===== config.mk =====
export PLATFORM = sky130hd
export DESIGN_NAME = if_id_pipe_flat
export DESIGN_NICKNAME = d
export VERILOG_FILES = /design/src/rtl/if_id_pipe_if.sv /design/src/rtl/if_id_pipe.sv /design/src/flat_wrapper.sv
export SDC_FILE = /design/constraint.sdc
export NUM_CORES = 1
export LEC_CHECK = 0
export BUFFER_PORTS_ARGS = -buffer_cell sky130_fd_sc_hd__clkbuf_2
export CORE_AREA = 2 2 104 207
export CTS_BUF_LIST = sky130_fd_sc_hd__clkbuf_4 sky130_fd_sc_hd__clkbuf_8 sky130_fd_sc_hd__clkbuf_16
export DETAILED_ROUTE_END_ITERATION = 16
export DIE_AREA = 0 0 106 209
export GPL_ROUTABILITY_DRIVEN = 0
export MAX_ROUTING_LAYER = met4
export RECOVER_POWER = 100
export SETUP_SLACK_MARGIN = 0.15
export SLEW_MARGIN = 25
export SYNTH_ARGS = -nofsm -noshare
export SYNTH_HDL_FRONTEND = slang
export SYNTH_SLANG_ARGS = --single-unit

===== constraint.sdc =====
create_clock -name clk -period 3.9 [get_ports clk]
set_input_delay 0 -clock clk [delete_from_list [all_inputs] [get_ports clk]]
set_output_delay 0 -clock clk [all_outputs]
set_load 0.02 [all_outputs]

===== src/rtl/if_id_pipe_if.sv =====
// Fetch/hazard-side bundle of the IF/ID stage: fetch beat, stall/flush inputs
// and the decode-slot outputs seen by the hazard unit and ID/EX.
interface if_id_pipe_if #(
  parameter int unsigned XLEN        = 32,
  parameter int unsigned STALL_CNT_W = 32
) ();
  logic                   if_valid;
  logic [XLEN-1:0]        if_pc;
  logic [XLEN-1:0]        if_inst;
  logic                   if_ready;
  logic                   local_stop;
  logic                   flush;
  logic                   id_valid;
  logic [XLEN-1:0]        id_pc;
  logic [XLEN-1:0]        id_inst;
  logic [4:0]             id_rs1;
  logic [4:0]             id_rs2;
  logic [4:0]             id_rd;
  logic                   ex_bubble;
  logic [STALL_CNT_W-1:0] stall_cycles;

  modport master (
    output if_valid, if_pc, if_inst, local_stop, flush,
    input  if_ready, id_valid, id_pc, id_inst, id_rs1, id_rs2, id_rd,
           ex_bubble, stall_cycles
  );

  modport slave (
    input  if_valid, if_pc, if_inst, local_stop, flush,
    output if_ready, id_valid, id_pc, id_inst, id_rs1, id_rs2, id_rd,
           ex_bubble, stall_cycles
  );
endinterface


===== src/rtl/if_id_pipe.sv =====
// IF/ID pipeline register with a 1-entry skid buffer, post-flush drop window
// and a saturating stall-cycle counter.
module if_id_pipe #(
  parameter int unsigned     XLEN        = 32,
  parameter int unsigned     FLUSH_DROP  = 1,
  parameter int unsigned     STALL_CNT_W = 32,
  parameter logic [XLEN-1:0] NOP_INST    = XLEN'(32'h0000_0013)
) (
  input  logic        clk,
  input  logic        rst,
  if_id_pipe_if.slave bus
);

  localparam int unsigned DROP_W = 3;

  logic                   id_valid_q, id_valid_d;
  logic [XLEN-1:0]        id_pc_q, id_pc_d;
  logic [XLEN-1:0]        id_inst_q, id_inst_d;
  logic                   skid_valid_q, skid_valid_d;
  logic [XLEN-1:0]        skid_pc_q, skid_pc_d;
  logic [XLEN-1:0]        skid_inst_q, skid_inst_d;
  logic [DROP_W-1:0]      drop_cnt_q, drop_cnt_d;
  logic [STALL_CNT_W-1:0] stall_cnt_q, stall_cnt_d;

  logic if_ready_c;
  logic stall_c;
  logic id_load_c;
  logic accept_c;

  assign if_ready_c = !skid_valid_q;
  assign stall_c    = id_valid_q & bus.local_stop;
  assign id_load_c  = !id_valid_q | !stall_c;
  assign accept_c   = bus.if_valid & if_ready_c;

  // Next-state: flush > drop window > normal skid/slot movement.
  always_comb begin
    id_valid_d   = id_valid_q;
    id_pc_d      = id_pc_q;
    id_inst_d    = id_inst_q;
    skid_valid_d = skid_valid_q;
    skid_pc_d    = skid_pc_q;
    skid_inst_d  = skid_inst_q;
    drop_cnt_d   = drop_cnt_q;
    stall_cnt_d  = stall_cnt_q;

    if (bus.flush) begin
      id_valid_d   = 1'b0;
      id_inst_d    = NOP_INST;
      skid_valid_d = 1'b0;
      drop_cnt_d   = DROP_W'(FLUSH_DROP);
    end else if (drop_cnt_q != '0) begin
      drop_cnt_d = drop_cnt_q - DROP_W'(1);
      id_valid_d = 1'b0;
      id_inst_d  = NOP_INST;
    end else if (skid_valid_q) begin
      if (id_load_c) begin
        id_valid_d   = 1'b1;
        id_pc_d      = skid_pc_q;
        id_inst_d    = skid_inst_q;
        skid_valid_d = 1'b0;
      end
    end else if (accept_c) begin
      if (id_load_c) begin
        id_valid_d = 1'b1;
        id_pc_d    = bus.if_pc;
        id_inst_d  = bus.if_inst;
      end else begin
        skid_valid_d = 1'b1;
        skid_pc_d    = bus.if_pc;
        skid_inst_d  = bus.if_inst;
      end
    end else if (id_load_c) begin
      id_valid_d = 1'b0;
      id_inst_d  = NOP_INST;
    end

    if (stall_c && !bus.flush && !(&stall_cnt_q)) begin
      stall_cnt_d = stall_cnt_q + STALL_CNT_W'(1);
    end
  end

  always_ff @(posedge clk) begin
    if (rst) begin
      id_valid_q   <= 1'b0;
      id_pc_q      <= '0;
      id_inst_q    <= NOP_INST;
      skid_valid_q <= 1'b0;
      skid_pc_q    <= '0;
      skid_inst_q  <= NOP_INST;
      drop_cnt_q   <= '0;
      stall_cnt_q  <= '0;
    end else begin
      id_valid_q   <= id_valid_d;
      id_pc_q      <= id_pc_d;
      id_inst_q    <= id_inst_d;
      skid_valid_q <= skid_valid_d;
      skid_pc_q    <= skid_pc_d;
      skid_inst_q  <= skid_inst_d;
      drop_cnt_q   <= drop_cnt_d;
      stall_cnt_q  <= stall_cnt_d;
    end
  end

  assign bus.if_ready     = if_ready_c;
  assign bus.id_valid     = id_valid_q;
  assign bus.id_pc        = id_pc_q;
  assign bus.id_inst      = id_inst_q;
  assign bus.id_rs1       = id_inst_q[19:15];
  assign bus.id_rs2       = id_inst_q[24:20];
  assign bus.id_rd        = id_inst_q[11:7];
  assign bus.ex_bubble    = !id_valid_q | stall_c;
  assign bus.stall_cycles = stall_cnt_q;

endmodule

===== src/flat_wrapper.sv =====
// flat-port wrapper written by rule: the top's interface ports become plain ports
module if_id_pipe_flat 
#(
  parameter int unsigned     XLEN        = 32,
  parameter int unsigned     FLUSH_DROP  = 1,
  parameter int unsigned     STALL_CNT_W = 32,
  parameter logic [XLEN-1:0] NOP_INST    = XLEN'(32'h0000_0013)
)
  (clk, rst, bus_if_valid, bus_if_pc, bus_if_inst, bus_local_stop, bus_flush, bus_if_ready, bus_id_valid, bus_id_pc, bus_id_inst, bus_id_rs1, bus_id_rs2, bus_id_rd, bus_ex_bubble, bus_stall_cycles);
  if_id_pipe_if #(.XLEN(XLEN), .STALL_CNT_W(STALL_CNT_W)) bus_i ();
  input  logic clk;
  input  logic rst;
  input wire logic [$bits(bus_i.if_valid)-1:0] bus_if_valid;
  input wire logic [$bits(bus_i.if_pc)-1:0] bus_if_pc;
  input wire logic [$bits(bus_i.if_inst)-1:0] bus_if_inst;
  input wire logic [$bits(bus_i.local_stop)-1:0] bus_local_stop;
  input wire logic [$bits(bus_i.flush)-1:0] bus_flush;
  output wire logic [$bits(bus_i.if_ready)-1:0] bus_if_ready;
  output wire logic [$bits(bus_i.id_valid)-1:0] bus_id_valid;
  output wire logic [$bits(bus_i.id_pc)-1:0] bus_id_pc;
  output wire logic [$bits(bus_i.id_inst)-1:0] bus_id_inst;
  output wire logic [$bits(bus_i.id_rs1)-1:0] bus_id_rs1;
  output wire logic [$bits(bus_i.id_rs2)-1:0] bus_id_rs2;
  output wire logic [$bits(bus_i.id_rd)-1:0] bus_id_rd;
  output wire logic [$bits(bus_i.ex_bubble)-1:0] bus_ex_bubble;
  output wire logic [$bits(bus_i.stall_cycles)-1:0] bus_stall_cycles;
  assign bus_i.if_valid = bus_if_valid;
  assign bus_i.if_pc = bus_if_pc;
  assign bus_i.if_inst = bus_if_inst;
  assign bus_i.local_stop = bus_local_stop;
  assign bus_i.flush = bus_flush;
  assign bus_if_ready = bus_i.if_ready;
  assign bus_id_valid = bus_i.id_valid;
  assign bus_id_pc = bus_i.id_pc;
  assign bus_id_inst = bus_i.id_inst;
  assign bus_id_rs1 = bus_i.id_rs1;
  assign bus_id_rs2 = bus_i.id_rs2;
  assign bus_id_rd = bus_i.id_rd;
  assign bus_ex_bubble = bus_i.ex_bubble;
  assign bus_stall_cycles = bus_i.stall_cycles;
  if_id_pipe #(.XLEN(XLEN), .FLUSH_DROP(FLUSH_DROP), .STALL_CNT_W(STALL_CNT_W), .NOP_INST(NOP_INST)) u_core (.clk(clk), .rst(rst), .bus(bus_i));
endmodule

==> results of run 1 <==
[synthesized netlist by cell type (all sizes together)]
cell     count  area (µm²)
a2111oi      2        17.5
a211o        6        52.6
a211oi      64         480
a21oi       76         380
a221oi       3        26.3
a31oi        2        12.5
and2         2        12.5
and3        32         200
and4         4        35.0
buf         25         156
clkbuf      53         199
dfxtp      165        3300
ha           3        37.5
inv         11        41.3
mux2         8        90.1
mux2i       33         330
nand2      138         518
nand2b       2        12.5
nand3        9        57.6
nand3b       1        20.0
nand4       10        77.6
nor2       100         375
nor2b        9        56.3
nor3        38         195
nor4        10        98.8
nor4b        4        35.0
o211a        1        10.0
o211ai       2        15.0
o21ai        4        20.0
o21bai       1        7.51
o31ai        5        37.5
or3          7        45.1
or4          6        48.8
xnor2       10        87.6
xor2         1        8.76
[power by group]
| group | total (mW) | leakage, nW | switching, mW | internal [mW] |
|---|---|---|---|---|
| clock | 1.79 | 0.305 | 0.790 | 1.00 |
| sequential | 1.77 | 1.34 | 0.0357 | 1.73 |
| combinational | 0.409 | 1.67 | 0.244 | 0.165 |
[per-layer routing]
layer	global-route usage [%]	vias up
met5	-	-
met4	5.35	0
met3	3.71	14
met2	28.8	200
met1	22.6	3075
li1	-	3346
[layout make-up]
class | instances | area, µm² | share of cell area, %
Clock inverter | 14 | 181 | 1.98
Inverter | 11 | 41.3 | 0.451
Multi-Input combinational cell | 593 | 3390 | 37.0
Tap cell | 269 | 337 | 3.67
Sequential cell | 165 | 3310 | 36.1
Clock buffer | 18 | 439 | 4.79
Timing Repair Buffer | 254 | 1470 | 16.0
[sequential cells by signal (all words and copies together), names as in the netlist]
signal                   cells
u_core.skid_inst_q          32
u_core.skid_pc_q            32
u_core.drop_cnt_q            3
u_core.bus.stall_cycles     32
u_core.bus.id_valid          1
u_core.bus.id_inst          32
u_core.bus.id_pc            32
u_core.skid_valid_q          1
[worst register-to-register path: stages, from the launching register on]
cell and delay, ns:
dfxtp_1 0.47, nand3b_4 0.17, nor4_1 1.01, nand2_1 0.25, nor4b_1 0.37, mux2_2 0.37
[path summary, 6_finish.rpt]
path                                  to  slack, ns  cells after the start
max          u_core.bus.stall_cycles[15]       1.15                      5
max reg2reg  u_core.bus.stall_cycles[15]       1.15                      5
min reg2reg         u_core.skid_pc_q[17]       0.45                      2
min          u_core.bus.stall_cycles[10]       0.03                      2
[timing repair]
item                       CTS  global route
setup endpoints to repair    0             0
hold buffers                65             0
setup buffers                0             0
resized for setup            0             0
hold endpoints to repair   115             0
[stage by stage]
| step | setup slack (ns) | total power, mW |
|---|---|---|
| finish | 1.15 | 3.97 |
| global placement | 1.56 | 2.17 |
| CTS | 1.65 | 4.02 |
| detailed placement | 1.64 | 2.18 |
| global route | 0.841 | 4.12 |
| floorplan | 1.82 | 2.04 |
[logic make-up (layout without fill, tap and decap cells)]
| group | count (synthesis) | after routing | synth area share [%] |
|---|---|---|---|
| AND/OR/NAND/NOR | 372 | 372 | 25.2 |
| AO/OA/AOI/OAI | 166 | 166 | 14.9 |
| flip-flops | 165 | 165 | 46.5 |
| buffers and inverters | 89 | 297 | 5.58 |
| multiplexers | 41 | 41 | 5.92 |
| XOR/XNOR | 11 | 11 | 1.36 |
| adder cells (fa/ha/maj) | 3 | 3 | 0.529 |
==> impl_metrics.csv, run 1 <==
group,metric,value,unit
setup_path,path_buf_inv,0,
placement,portBuffers,182,
global_route,grt_pass1_wl,31.3,mm
detailed_routing,wl_met1,8.80,mm
detailed_routing,final_antenna_net_count,0,
synthesis,netlist_area,7100,µm²
cells_and_area,fillers,2117,
placement,post-place-cells,1227,
setup_path,crit_path_max_incr_delay,1.01,ns
clock_tree,cts_tree,"built",
detailed_routing,drt_first_pass_iters,4,
floorplanning,rows,75,
floorplanning,coreArea,20700,µm²
global_route,grt_pass1_vias,6234,
synthesis,synth-seq-area-share,46.5,%
floorplanning,start_util,34.2,%
timing,clock.fmax,364,MHz
synthesis,synth_cells,847,
timing,maxSlewViolCount,96,
cells_and_area,layout-drive-gt1-share,11.8,%
timing,finClkSkew,0.00893,ns
synthesis,ys_types,44,
cells_and_area,postLayoutCellArea,9160,µm²
clock_tree,numCtsBuffers,17,
worst_hold_path,hp-class,"in2reg",
timing,rsz0062_at_grt,"no",
worst_hold_path,hp-start,"rst",
setup_path,cp.required,4.22,ns
cells_and_area,final_nets,1114,
global_route,track_usage,17.9,%
timing,finalHoldViolations,0,
global_route,antenna_found_initial,0,
outcome,outcome,"finished, violations left",
clock_tree,cts.path.max_buffers,2,
detailed_routing,highest_layer,"met4",
detailed_routing,drc,0,
clock_tree,cts_num_sinks,165,
cells_and_area,areaGrowthSynthToFinish,29.0,%
setup_path,arrival,3.07,ns
timing,whs,0.0273,ns
floorplanning,die_area,22200,µm²
cells_and_area,final_common_cell,"dfxtp_1",
detailed_routing,via_per_inst,5.01,
cells_and_area,finalNonFillerCells,1324,
placement,place_hpwl,12.2,mm
detailed_routing,drtIter0Drc,273,
synthesis,synth_nets,919,
detailed_routing,wl_per_cell,14.6,µm
setup_path,start_kind,"flop",
clock_tree,cts_max_level,4,
detailed_routing,routed_wl,19.3,mm
cells_and_area,fin_util,44.2,%
cells_and_area,diodes,0,
clock_tree,clockRootBuffer,"clkbuf_16",
floorplanning,die_y,209,µm
synthesis,synth-seq-cells,165,
floorplanning,die_x,106,µm
timing,tns,0,ns
timing,setup_viol,0,
setup_path,crit_start,"u_core.bus.id_valid",
timing,period_share,70.5,%
placement,placed_area,8070,µm²
detailed_routing,dr_wl_met3,1.23,mm
synthesis,yosys_warnings,0,
flow_run,maxCapViolCount,1,
global_route,grt-ovfl-total,0,
pwr,power.density,433,nW/µm²
timing,max_slew_margin,-34.4,%
setup_path,r2r-start,"u_core.bus.id_valid",
global_route,grt_max_degree,96,
timing,fin_crit,2.75,ns
detailed_routing,met2_length,9.08,mm
setup_path,critPathMaxFanout,10,
detailed_routing,route.vias.total,6635,
cells_and_area,layout_common_cells,"164 x dfxtp_1, 137 x nand2_1, 114 x clkbuf_1",
setup_path,cp-end-kind,"flop",
timing,worst_pin_slew,2.02,ns
setup_path,worstPathCellList,"nand3b_4 -> nor4_1 -> nand2_1 -> nor4b_1 -> mux2_2",
pwr,ir_drop,238,µV
setup_path,cpLargestDelayFamily,"simple AND/OR/NAND/NOR gates",
clock_tree,path_clk_slew,0.07,ns
floorplanning,ios,183,
clock_tree,clk_latency,0.43,ns
setup_path,critPathKind,"reg2reg",
outcome,failed_checks,"capacitance limit, slew limit",
setup_path,crit_path_top_delay_cell,"nor4_1",
synthesis,synth_area_per_cell,8.38,µm²
pwr,power_leakage,3.31,nW
No activity file was read; power rests on OpenSTA's default activity.
==> run 2: changes to the inputs <==
==> constraint.sdc (replaced) <==
create_clock -name clk -period 2.64 [get_ports clk]
set_input_delay 0 -clock clk [delete_from_list [all_inputs] [get_ports clk]]
set_output_delay 0 -clock clk [all_outputs]
set_load 0.02 [all_outputs]
==> impl_metrics.csv, run 2 (synthesized netlist as in run 1, its figures left out) <==
group,metric,value,unit
outcome,outcome,"finished, final reports clean",
placement,place_hpwl,12.5,mm
worst_hold_path,min_to,"u_core.skid_valid_q",
timing,setup_ws,0.307,ns
global_route,grtUsageMet1,22.4,%
worst_hold_path,hold_path_depth,3,
setup_path,critPathKind,"reg2reg",
timing,fin_crit,2.33,ns
pwr,ir_drop,403,µV
timing,maxSlewViolCount,0,
detailed_routing,final_antenna_net_count,0,
global_route,antenna_found_initial,0,
clock_tree,cts_num_sinks,165,
clock_tree,cts_tree,"built",
detailed_routing,route.vias.total,6716,
setup_path,crit_cells,5,
pwr,switching_power,1.52,mW
floorplanning,ios,183,
worst_hold_path,hp-class,"in2reg",
timing,worst_pin_slew,0.889,ns
cells_and_area,final_nets,1122,
timing,finClkSkew,0.00791,ns
global_route,grt_pass1_vias,6345,
pwr,power_frac_seq,46.7,%
global_route,grt_pass1_wl,31.4,mm
floorplanning,die_x,106,µm
detailed_routing,wl_per_cell,14.4,µm
setup_path,reg2reg_depth,5,
timing,finalHoldViolations,0,
global_route,grtUsageMet3,4.96,%
setup_path,crit_path_max_incr_delay,0.58,ns
global_route,grt-ovfl-total,0,
cells_and_area,diodes,0,
setup_path,cpLargestDelayFamily,"simple AND/OR/NAND/NOR gates",
global_route,grt.met2_usage,28.4,%
timing,max_slew_margin,40.7,%
cells_and_area,fin_util,44.3,%
setup_path,worstPathCellList,"nand4_1 -> nor4_4 -> nand3_4 -> nor4_1 -> mux2_2",
pwr,intPower,4.06,mW
setup_path,crit_path_top_delay_cell,"nor4_4",
floorplanning,die_area,22200,µm²
detailed_routing,drtIter0Drc,315,
pwr,power.density,607,nW/µm²
floorplanning,die_y,209,µm
detailed_routing,drc,0,
floorplanning,rows,75,
setup_path,r2r_end,"u_core.bus.stall_cycles[31]",
placement,portBuffers,182,
setup_path,r2r-start,"u_core.bus.stall_cycles[5]",
pwr,clock_power_share,42.4,%
detailed_routing,routed_wl,19.1,mm
cells_and_area,areaGrowthSynthToFinish,29.4,%
timing,period_share,88.4,%
pwr,power_leakage,3.31,nW
timing,tns,0,ns
clock_tree,numCtsBuffers,17,
global_route,grt_max_degree,65,
detailed_routing,via_per_inst,5.04,
timing,setup_viol,0,
cells_and_area,layout-drive-gt1-share,12.5,%
global_route,grt_busiest_layer,"met2",
timing,rsz0062_at_grt,"no",
clock_tree,cts.path.max_buffers,2,
clock_tree,clk_latency,0.43,ns
worst_hold_path,hp-start,"bus_if_valid",
setup_path,cp-end-kind,"flop",
flow_run,maxCapViolCount,0,
clock_tree,cts_max_level,4,
clock_tree,clockRootBuffer,"clkbuf_16",
floorplanning,coreArea,20700,µm²
setup_path,start_kind,"flop",
setup_path,path_buf_inv,0,
pwr,finalPower,5.58,mW
setup_path,arrival,2.66,ns
setup_path,critPathMaxFanout,10,
global_route,track_usage,18.1,%
setup_path,cp.required,2.97,ns
cells_and_area,layout_common_cells,"164 x dfxtp_1, 137 x nand2_1, 114 x clkbuf_1",
pwr,switching_share,27.2,%
clock_tree,path_clk_slew,0.07,ns
clock_tree,post-cts-setup-buffers,0,
floorplanning,start_util,34.2,%
placement,dp_slack,0.347,ns
pwr,power_frac_comb,10.9,%
setup_path,ff2ff_setup_slack,0.31,ns
cells_and_area,final_common_cell,"dfxtp_1",
detailed_routing,drt_first_pass_iters,4,
timing,clock.fmax,429,MHz
[run 2: cell types whose count changed in the layout (fill, tap and decap cells not counted), moves of 3 or more]
cell / change
clkinvlp_4: +3
buf_4: +5
inv_6: +4
nor4_1: -3
inv_8: -6
[run 2: worst reg2reg max path, delay by kind of cell (launching register included)]
| kind | cells | cell delay [ns] |
|---|---|---|
| AND/OR/NAND/NOR | 4 | 1.43 |
| flip-flops | 1 | 0.44 |
| multiplexers | 1 | 0.36 |
[run 2: power by group through the flow]
stage	Combinational (mW)	Clock, mW	Sequential [mW]
after floorplan	0.291	0	2.73
after global placement	0.548	0	2.66
after detailed placement	0.554	0	2.66
after CTS	0.633	2.44	2.61
after global routing	0.671	2.55	2.62
final	0.607	2.36	2.61
[run 2: area by class of cell]
class | instances | area, µm²
Clock inverter | 14 | 116
Inverter | 11 | 41.3
Fill cell | 2153 | 11600
Clock buffer | 18 | 439
Sequential cell | 165 | 3300
Multi-Input combinational cell | 593 | 3390
Tap cell | 269 | 337
Timing Repair Buffer | 262 | 1560
[run 2: per-layer routing]
layer | vias to the layer above | share of wire (%)
li1 | 3375 | -
met1 | 3114 | 46
met2 | 204 | 47
met3 | 23 | 5.8
met4 | 0 | 1.7
met5 | - | 0
[run 2: timing repair]
| item | 4_1_cts | 5_1_grt |
|---|---|---|
| endpoints found under the setup margin | 0 | 2 |
| hold buffers | 66 | 0 |
| hold endpoints to repair | 126 | 0 |
| gates resized for setup | 0 | 2 |
[run 2: worst max path at each step]
stage	start	endpoint	slack, ns
after detailed placement	u_core.bus.stall_cycles[0]	u_core.bus.stall_cycles[30]	0.35
after global routing	u_core.bus.stall_cycles[5]	u_core.bus.stall_cycles[25]	0.12
after CTS	u_core.bus.stall_cycles[0]	u_core.bus.stall_cycles[30]	0.31
final	u_core.bus.stall_cycles[5]	u_core.bus.stall_cycles[31]	0.31
after global placement	u_core.bus.stall_cycles[0]	u_core.bus.stall_cycles[30]	0.42
after floorplan	u_core.bus.stall_cycles[0]	u_core.bus.stall_cycles[26]	0.56
[run 2: metrics by stage]
step / instances / hold WS, ns / instance area, µm²
after floorplan: 847 / 0.0768 / 7100
after global placement: 1234 / 0.221 / 8150
after detailed placement: 1234 / 0.235 / 8150
after CTS: 1332 / 0.0154 / 9370
after global routing: 1332 / 0.0542 / 9190
final: 1332 / 0.0269 / 9190
==> run 3: changes to the inputs <==
--- a/config.mk
+++ b/config.mk
@@ -6,12 +6,15 @@
 export NUM_CORES = 1
 export LEC_CHECK = 0
 export BUFFER_PORTS_ARGS = -buffer_cell sky130_fd_sc_hd__clkbuf_2
-export CORE_AREA = 2 2 104 207
+export CELL_PAD_IN_SITES_DETAIL_PLACEMENT = 2
+export CELL_PAD_IN_SITES_GLOBAL_PLACEMENT = 2
+export CORE_AREA = 2 2 112 223
 export CTS_BUF_LIST = sky130_fd_sc_hd__clkbuf_4 sky130_fd_sc_hd__clkbuf_8 sky130_fd_sc_hd__clkbuf_16
 export DETAILED_ROUTE_END_ITERATION = 16
-export DIE_AREA = 0 0 106 209
+export DIE_AREA = 0 0 114 225
 export GPL_ROUTABILITY_DRIVEN = 0
 export MAX_ROUTING_LAYER = met4
+export PLACE_DENSITY_LB_ADDON = 0.1
 export RECOVER_POWER = 100
 export SETUP_SLACK_MARGIN = 0.15
 export SLEW_MARGIN = 25
==> impl_metrics.csv, run 3 (synthesized netlist as in run 1, its figures left out) <==
group,metric,value,unit
detailed_routing,drtIter0Drc,213,
flow_run,maxCapViolCount,0,
floorplanning,die_area,25700,µm²
clock_tree,numCtsBuffers,17,
cells_and_area,layout-drive-gt1-share,12.8,%
setup_path,critPathMaxFanout,10,
detailed_routing,route.vias.total,6972,
setup_path,worstPathCellList,"nand3b_4 -> nor4_2 -> nand3_4 -> nor4_1 -> mux2_2",
worst_hold_path,min_to,"u_core.bus.stall_cycles[8]",
clock_tree,cts_tree,"built",
global_route,track_usage,20.5,%
detailed_routing,drc,0,
pwr,switching_power,1.49,mW
clock_tree,cts_max_level,4,
global_route,grt_max_degree,141,
placement,place_hpwl,16.4,mm
outcome,outcome,"finished, final reports clean",
clock_tree,cts.path.max_buffers,2,
cells_and_area,fillers,2831,
global_route,grt_pass1_vias,7572,
setup_path,r2r-start,"u_core.bus.id_valid",
floorplanning,die_y,225,µm
clock_tree,clockRootBuffer,"clkbuf_16",
clock_tree,cts_num_sinks,165,
timing,max_slew_margin,34.4,%
pwr,power_leakage,3.36,nW
global_route,antenna_found_initial,0,
setup_path,arrival,2.77,ns
clock_tree,post-cts-setup-buffers,0,
timing,worst_pin_slew,0.984,ns
setup_path,cpLargestDelayFamily,"simple AND/OR/NAND/NOR gates",
setup_path,path_buf_inv,0,
floorplanning,ios,183,
placement,placed_area,8230,µm²
worst_hold_path,hp-class,"in2reg",
cells_and_area,finalNonFillerCells,1354,
worst_hold_path,hold_path_depth,5,
timing,tns,0,ns
setup_path,critPathKind,"reg2reg",
setup_path,crit_start,"u_core.bus.id_valid",
placement,portBuffers,182,
detailed_routing,routed_wl,24.9,mm
global_route,grt-ovfl-total,0,
floorplanning,rows,80,
timing,rsz0062_at_grt,"yes",
pwr,power.density,621,nW/µm²
global_route,grt_pass1_wl,39.9,mm
setup_path,cp-end-kind,"flop",
clock_tree,path_clk_slew,0.06,ns
setup_path,ff2ff_setup_slack,0.21,ns
setup_path,crit_path_max_incr_delay,0.55,ns
placement,post-place-cells,1260,
cells_and_area,final_nets,1129,
clock_tree,clk_latency,0.46,ns
cells_and_area,layout_common_cells,"164 x dfxtp_1, 138 x nand2_1, 116 x clkbuf_1",
timing,finClkSkew,0.0117,ns
detailed_routing,drt_first_pass_iters,4,
cells_and_area,areaGrowthSynthToFinish,30.4,%
cells_and_area,diodes,0,
pwr,switching_share,26.0,%
setup_path,reg2reg_depth,5,
detailed_routing,via_per_inst,5.15,
timing,period_share,92.2,%
cells_and_area,seq_area,3300,µm²
floorplanning,start_util,29.8,%
detailed_routing,final_antenna_net_count,0,
timing,setup_viol,0,
floorplanning,die_x,114,µm
timing,fin_crit,2.43,ns
pwr,power_frac_comb,11.0,%
pwr,intPower,4.26,mW
timing,finalHoldViolations,0,
pwr,clock_power_share,43.5,%
cells_and_area,postLayoutCellArea,9260,µm²
pwr,power_frac_seq,45.5,%
timing,maxSlewViolCount,0,
timing,whs,0.148,ns
detailed_routing,wl_per_cell,18.4,µm
floorplanning,coreArea,23800,µm²
pwr,ir_drop,372,µV
setup_path,cp.required,2.98,ns
setup_path,r2r_end,"u_core.bus.stall_cycles[31]",
cells_and_area,final_common_cell,"dfxtp_1",
setup_path,crit_path_top_delay_cell,"nor4_2",
worst_hold_path,hp-start,"bus_local_stop",
cells_and_area,multiInputGateArea,3400,µm²
setup_path,start_kind,"flop",
timing,clock.fmax,411,MHz
-- run 3: layout make-up --
cell class / instances / area share (%)
Clock buffer: 21 / 5.05
Clock inverter: 8 / 1.09
Inverter: 11 / 0.446
Multi-Input combinational cell: 593 / 36.7
Sequential cell: 165 / 35.7
Tap cell: 287 / 3.88
Timing Repair Buffer: 269 / 17.1
-- run 3: metrics by stage --
step | util, % | power (mW) | worst slack [ns]
after detailed placement | 34.6 | 3.26 | 0.210
after global routing | 38.9 | 6.00 | 0.0623
final | 38.9 | 5.75 | 0.206
after floorplan | - | 3.02 | 0.559
after CTS | 39.7 | 5.86 | 0.288
after global placement | 34.6 | 3.24 | 0.318
-- run 3: worst max path at each step --
stage,end,depth (start not counted)
CTS,u_core.bus.stall_cycles[29],7
global route,u_core.bus.stall_cycles[21],7
finish,u_core.bus.stall_cycles[31],5
floorplan,u_core.bus.stall_cycles[26],6
global placement,u_core.bus.stall_cycles[30],6
detailed placement,u_core.bus.stall_cycles[30],6
-- run 3: power by group through the flow --
stage	clock (mW)	sequential (mW)	combinational, mW
after floorplan	0	2.73	0.291
after global placement	0	2.67	0.573
after detailed placement	0	2.67	0.583
after CTS	2.58	2.62	0.665
after global routing	2.68	2.62	0.704
final	2.50	2.62	0.631
-- run 3: per-layer routing --
metal | up-vias | GRT usage, % | wire, µm
li1 | 3360 | - | -
met1 | 3446 | 20.2 | 9440
met2 | 142 | 39.3 | 14200
met3 | 24 | 4.09 | 893
met4 | 0 | 6.57 | 418
met5 | - | - | 0
-- run 3: worst reg2reg max path, delay by kind of cell (launching register included) --
family	cells	cell delay, ns
AND/OR/NAND/NOR	4	1.47
flip-flops	1	0.47
multiplexers	1	0.39
-- run 3: what timing repair did --
action | 4_1_cts | 5_1_grt
hold buffers | 65 | 0
endpoints found under the hold margin | 122 | 0
endpoints found under the setup margin | 1 | 3
gates resized for setup | 1 | 1
